File: src/rtl/fetch_unit_pkg.sv
// Shared types for the instruction fetch stage: PC/instruction words, fetch FSM states and the
// buffered {pc, insn} entry.
package fetch_unit_pkg;

    typedef logic [31:0] pc_t;
    typedef logic [31:0] insn_t;

    localparam pc_t PcStep = 32'd4;

    typedef enum logic [1:0] {
        FIdle = 2'b00,
        FWait = 2'b01,
        FKill = 2'b10
    } fetch_state_e;

    typedef struct packed {
        pc_t   pc;
        insn_t insn;
    } fetch_entry_t;

endpackage

File: src/rtl/fetch_unit_insn_fifo.sv
// Synchronous FIFO of fetched {pc, insn} entries with a single-cycle flush.
// Depth must be a power of two so the pointers wrap naturally.
module fetch_unit_insn_fifo
    import fetch_unit_pkg::*;
#(
    parameter int unsigned Depth = 2,
    localparam int unsigned AddrW = $clog2(Depth),
    localparam int unsigned CntW  = AddrW + 1
) (
    input  logic            clk_i,
    input  logic            rst_i,
    input  logic            flush_i,
    input  logic            push_i,
    input  fetch_entry_t    push_data_i,
    input  logic            pop_i,
    output fetch_entry_t    head_o,
    output logic            full_o,
    output logic            empty_o,
    output logic [CntW-1:0] occupancy_o
);

    fetch_entry_t     mem_q [Depth];
    logic [AddrW-1:0] wr_ptr_q;
    logic [AddrW-1:0] rd_ptr_q;
    logic [CntW-1:0]  count_q;
    logic             do_push;
    logic             do_pop;

    assign full_o      = (count_q == CntW'(Depth));
    assign empty_o     = (count_q == '0);
    assign occupancy_o = count_q;
    assign head_o      = mem_q[rd_ptr_q];
    assign do_push     = push_i && !full_o;
    assign do_pop      = pop_i && !empty_o;

    always_ff @(posedge clk_i) begin
        if (rst_i || flush_i) begin
            wr_ptr_q <= '0;
            rd_ptr_q <= '0;
            count_q  <= '0;
        end else begin
            if (do_push) begin
                wr_ptr_q <= wr_ptr_q + AddrW'(1);
            end
            if (do_pop) begin
                rd_ptr_q <= rd_ptr_q + AddrW'(1);
            end
            case ({do_push, do_pop})
                2'b10:   count_q <= count_q + CntW'(1);
                2'b01:   count_q <= count_q - CntW'(1);
                default: count_q <= count_q;
            endcase
        end
    end

    always_ff @(posedge clk_i) begin
        if (do_push && !flush_i && !rst_i) begin
            mem_q[wr_ptr_q] <= push_data_i;
        end
    end

endmodule

File: src/rtl/fetch_unit.sv
// Instruction fetch stage: PC, single-outstanding imem req/ack, {pc, insn} buffer, redirect squash.
// Define FETCH_STALL_CNT_EN to add the stall_cycles and kill_count counters.
module fetch_unit
    import fetch_unit_pkg::*;
#(
    parameter logic [31:0] RESET_PC   = 32'h0000_0000,
    parameter int unsigned FIFO_DEPTH = 2
) (
    input  logic        clk,
    input  logic        rst,
    output logic        imem_req,
    output logic [31:0] imem_addr,
    input  logic        imem_ack,
    input  logic [31:0] imem_rdata,
    input  logic        redirect_valid,
    input  logic [31:0] redirect_target,
    output logic [31:0] insn,
    output logic [31:0] insn_pc,
    output logic        insn_valid,
    input  logic        insn_ready
`ifdef FETCH_STALL_CNT_EN
    ,
    output logic [31:0] stall_cycles,
    output logic [15:0] kill_count
`endif
);

    localparam int unsigned CntW = $clog2(FIFO_DEPTH) + 1;

    fetch_state_e    state_q;
    pc_t             fetch_pc_q;
    pc_t             req_addr_q;

    logic            issue;
    logic            in_flight;
    logic            take_data;
    logic            fifo_pop;
    logic            fifo_full;
    logic            fifo_empty;
    logic [CntW-1:0] occupancy;
    fetch_entry_t    fifo_head;
    fetch_entry_t    fifo_push_data;

    // Credit check uses registered occupancy only, so a pop frees its slot one cycle later.
    assign issue     = (state_q == FIdle) && (occupancy < CntW'(FIFO_DEPTH)) &&
                       !redirect_valid && !rst;
    assign in_flight = (state_q != FIdle) && !rst;
    assign imem_req  = issue || in_flight;

    always_comb begin
        imem_addr = '0;
        if (issue) begin
            imem_addr = fetch_pc_q;
        end else if (in_flight) begin
            imem_addr = req_addr_q;
        end
    end

    assign take_data      = imem_ack && !redirect_valid && (issue || (in_flight && state_q == FWait));
    assign fifo_push_data = '{pc: fetch_pc_q, insn: imem_rdata};
    assign insn_valid     = !fifo_empty && !rst;
    assign fifo_pop       = insn_valid && insn_ready;
    assign insn           = insn_valid ? fifo_head.insn : '0;
    assign insn_pc        = insn_valid ? fifo_head.pc : '0;

    always_ff @(posedge clk) begin
        if (rst) begin
            state_q    <= FIdle;
            fetch_pc_q <= RESET_PC;
            req_addr_q <= '0;
        end else begin
            case (state_q)
                FIdle: begin
                    if (issue && !imem_ack) begin
                        state_q    <= FWait;
                        req_addr_q <= fetch_pc_q;
                    end
                end
                FWait: begin
                    if (imem_ack) begin
                        state_q <= FIdle;
                    end else if (redirect_valid) begin
                        state_q <= FKill;
                    end
                end
                FKill: begin
                    if (imem_ack) begin
                        state_q <= FIdle;
                    end
                end
                default: state_q <= FIdle;
            endcase

            if (redirect_valid) begin
                fetch_pc_q <= redirect_target;
            end else if (take_data) begin
                fetch_pc_q <= fetch_pc_q + PcStep;
            end
        end
    end

    fetch_unit_insn_fifo #(
        .Depth(FIFO_DEPTH)
    ) u_insn_fifo (
        .clk_i       (clk),
        .rst_i       (rst),
        .flush_i     (redirect_valid),
        .push_i      (take_data),
        .push_data_i (fifo_push_data),
        .pop_i       (fifo_pop),
        .head_o      (fifo_head),
        .full_o      (fifo_full),
        .empty_o     (fifo_empty),
        .occupancy_o (occupancy)
    );

    // One outstanding request is only issued into a free slot, so a push never meets a full buffer.
    assert property (@(posedge clk) disable iff (rst) !(take_data && fifo_full && !fifo_pop));

`ifdef FETCH_STALL_CNT_EN
    logic [31:0] stall_cycles_q;
    logic [15:0] kill_count_q;

    always_ff @(posedge clk) begin
        if (rst) begin
            stall_cycles_q <= '0;
            kill_count_q   <= '0;
        end else begin
            if (insn_valid && !insn_ready && stall_cycles_q != '1) begin
                stall_cycles_q <= stall_cycles_q + 32'd1;
            end
            if (state_q == FKill && imem_ack) begin
                kill_count_q <= kill_count_q + 16'd1;
            end
        end
    end

    assign stall_cycles = stall_cycles_q;
    assign kill_count   = kill_count_q;
`endif

endmodule

File: config.mk
export PLATFORM = sky130hd
export DESIGN_NAME = fetch_unit
export DESIGN_NICKNAME = d
export VERILOG_FILES = /design/src/rtl/fetch_unit_pkg.sv /design/src/rtl/fetch_unit_insn_fifo.sv /design/src/rtl/fetch_unit.sv
export SDC_FILE = /design/constraint.sdc
export NUM_CORES = 1
export LEC_CHECK = 0
export CORE_MARGIN = 3
export CORE_UTILIZATION = 56
export DETAILED_ROUTE_END_ITERATION = 8
export GPL_TIMING_DRIVEN = 0
export PLACE_DENSITY_LB_ADDON = 0.12
export SLEW_MARGIN = 20
export SYNTH_ARGS = -nofsm -noshare
export SYNTH_HDL_FRONTEND = slang
export SYNTH_SLANG_ARGS = --single-unit
File: constraint.sdc
create_clock -name clk -period 11.9 [get_ports clk]
set_input_delay 1.19 -clock clk [delete_from_list [all_inputs] [get_ports clk]]
set_output_delay 1.19 -clock clk [all_outputs]
set_load 0.01 [all_outputs]
==> impl_results.md <==
- Total number of vias: between 6000 and 7000
- Mapped Area: 8434 um^2
- Area after DPL: around 10000 um^2
- Number of setup buffers added after CTS: 0
- Post-CTS sizing: 0
- RSZ-0062 raised after global routing: no
- GRT met3 Usage: 4.815%
- Count leader, synth: edfxtp_1
- Maxcap violations: 0
- Max Buffers Root-to-Sink: 2
- DR vias/cell: 5.720
- Gr usage total: roughly a quarter
- Grt total ovfl: 0
- Critical path arrival: about 3900 ps
- Final Wtd Congestion: roughly 0.9
- Sw frac: 22.93%
- DRC: 0
- Rows: 44
- Post-Route Setup TNS: 0 ps
- Post-synth top cells: 128 x edfxtp_1, 96 x nor2_1, 89 x nand2_1
- Clk_lat worst skew: ~430 ps
- Hold_buf cts: 0
- Hold crit path type: reg -> reg
- YS warnings: 0
- Pwr dens: 130.5 nW/um^2
- Syn Area/Cell: 11.90 um^2
- Slew headroom: 50.23%
- Die W: 128.7 um
- Detailed-router iteration count before antenna repair: 6
- Reg power frac: a little over half
- Die H: 128.7 um
- IO Pins: 167
- Sink Count: 199
- Slew @ Worst Pin: 746.6 ps
- Final ANT Viol Nets: 0
- CTS buffer count: 17
- Reg clk slew, reported paths: ~70 ps
- Status: complete, no violations
- P_int: 1.107 mW
- EDFF count, synth: between 100 and 150
- Hold slack: about 450 ps
- CTS tree: done
- Setup-failing EPs final: 0
- Final-report hold violation count: 0
- Worst IR Drop VDD: 100.2 uV
- Worst Skew: 8.058 ps
- R2r endpoint: u_insn_fifo.mem_q[0][59]
- Share of cells above drive strength 1: 7.692%
- Clock Tree Root: clkbuf_16
- Pre-CTS setup slack: approximately 6900 ps
- Initial antenna violation count: 0
- Grt met2 use: approximately two fifths
- Worst Setup Path Type: in -> out
- Crit path launch: rst
- Fin crit period: 5049 ps
- Register area share after synthesis: 62.42%
- Min-Delay Startpoint: req_addr_q[27]
- Crit path launch type: primary input
- Fin crit share: between 40% and 50%
- Die ar.: ~17000 um^2
- CP Capture Type: output port
- Vias in the first global route: a little over 6000
- GRT met1 Usage: 33.20%
- Final Slew Violations: 0
- Post-DP HPWL: 14310 um
- N_diodes: 0
- Synth area leader: edfxtp_1
- Synth unique cells: 49
- IO Port Bufs: between 150 and 200
- Crit-path max FO: 10
- Area contributors post-synth: edfxtp_1 46%, dfxtp_1 17%, mux2i_1 7.8%
- RR Startpoint: state_q[1]
- Syn Inst Count: 709
- Largest net degree at the start of global routing: between 40 and 50
- Logic gate share of total power: 6.4%
- Switching power: 329.5 uW
- Syn nets: 780
- WL per Instance: about 18 um
- LEAKAGE: around 3.5 nW
- Initial Utilization: a little under three fifths
- First-pass GRT wire length: 31550 um
- GRT busiest layer: met2
- Routed WL: 20240 um
- Ys async rst share: 0%
- FF+latch count, synth: 199
- Setup WS post-layout: 6851 ps
- Fillers: 967
- Maximum clock rate: about 200 MHz
- Top FF cell, synth: edfxtp_1
- H-tree depth: 4
- Clock Power Share: roughly two fifths
- Reg2reg setup slack: 9010 ps
- Yosys top cell area share: between 40% and 50%
- Layout Nets: 968
- Crit path required time: around 11000 ps
- Initial DRC Count: 455
- Layout Area Growth over Synthesis: 30.49%
- Core Box Area: around 15000 um^2
- Fin area: ~11000 um^2
- Worst setup path end: imem_addr[22]
- Reg2Reg Depth: 7
kinds of logic (layout without fill, tap and decap cells):
logic type	Yosys count	count (layout)	synth area share, %
AOI/OAI and AO/OA	107	107	8.752
DFF	199	199	62.42
xor gates and xnor gates	28	28	2.908
buffers and inverters	57	258	3.160
and+or+nand+nor	250	250	14.63
muxes	66	66	7.833
adders and majority gates	2	2	0.2966
power by group through the flow:
stage	combinational (mW)	clock [mW]	sequential, mW
global placement	0.0868	0	0.782
floorplan	0.0432	0	0.776
detailed placement	0.0907	0	0.783
CTS	0.0918	0.586	0.767
finish	0.0921	0.577	0.768
global route	0.0990	0.615	0.769
per-layer routing:
layer  part of all wire (%)  vias to the layer above
met4                    1.4                        0
li1                       -                     2939
met5                      0                        -
met2                     48                      286
met3                    7.1                       27
met1                     44                     3006
stage by stage:
step | std cells | util (%) | total power, mW
floorplan | 709 | - | 0.8193
global placement | 1059 | 70.51 | 0.8686
detailed placement | 1062 | 71.04 | 0.8733
CTS | 1094 | 75.15 | 1.445
global route | 1094 | 75.15 | 1.483
finish | 1094 | 75.15 | 1.437
layout by cell type, fill, tap and decap left out, types with 18 or more instances in the layout:
| master | count |
|---|---|
| a21oi_1 | 40 |
| nor2_1 | 95 |
| clkbuf_1 | 29 |
| edfxtp_1 | 128 |
| clkbuf_16 | 18 |
| a22o_1 | 32 |
| xnor2_1 | 24 |
| clkdlybuf4s50_1 | 166 |
| dfxtp_1 | 71 |
| nand2_1 | 89 |
| mux2i_1 | 66 |
critical path, stage by stage:
cell,delay (ps)
clkdlybuf4s50_1,540
or2_1,280
clkbuf_1,180
nor4_4,450
clkbuf_1,450
a22o_1,240
clkdlybuf4s50_1,550
how the worst min path moves through the flow:
stage,cells after the start,endpoint,slack (ps)
global placement,0,u_insn_fifo.mem_q[0][58],430
floorplan,0,u_insn_fifo.mem_q[0][36],420
detailed placement,2,req_addr_q[31],450
finish,2,req_addr_q[27],450
global route,0,u_insn_fifo.mem_q[1][58],480
CTS,2,req_addr_q[17],460
registers in the layout, summed over array words and instances, names as in the netlist, named ones only:
name	cells
u_insn_fifo.mem_q	128
state_q	2
u_insn_fifo.wr_ptr_q	1
u_insn_fifo.rd_ptr_q	1
req_addr_q	32
fetch_pc_q	32
u_insn_fifo.occupancy_o	2
area by class of cell:
class | instances | area [um^2] | share of cell area, %
sequential | 199 | 5265 | 47.84
multi-input combinational | 453 | 2913 | 26.47
timing repair buffer | 169 | 1729 | 15.71
clock buffer | 18 | 450.4 | 4.093
buffer | 50 | 240.2 | 2.183
tap | 184 | 230.2 | 2.092
clock inverter | 14 | 151.4 | 1.376
inverter | 7 | 26.28 | 0.2387
Note: power is estimated with default switching activity, not from simulation.
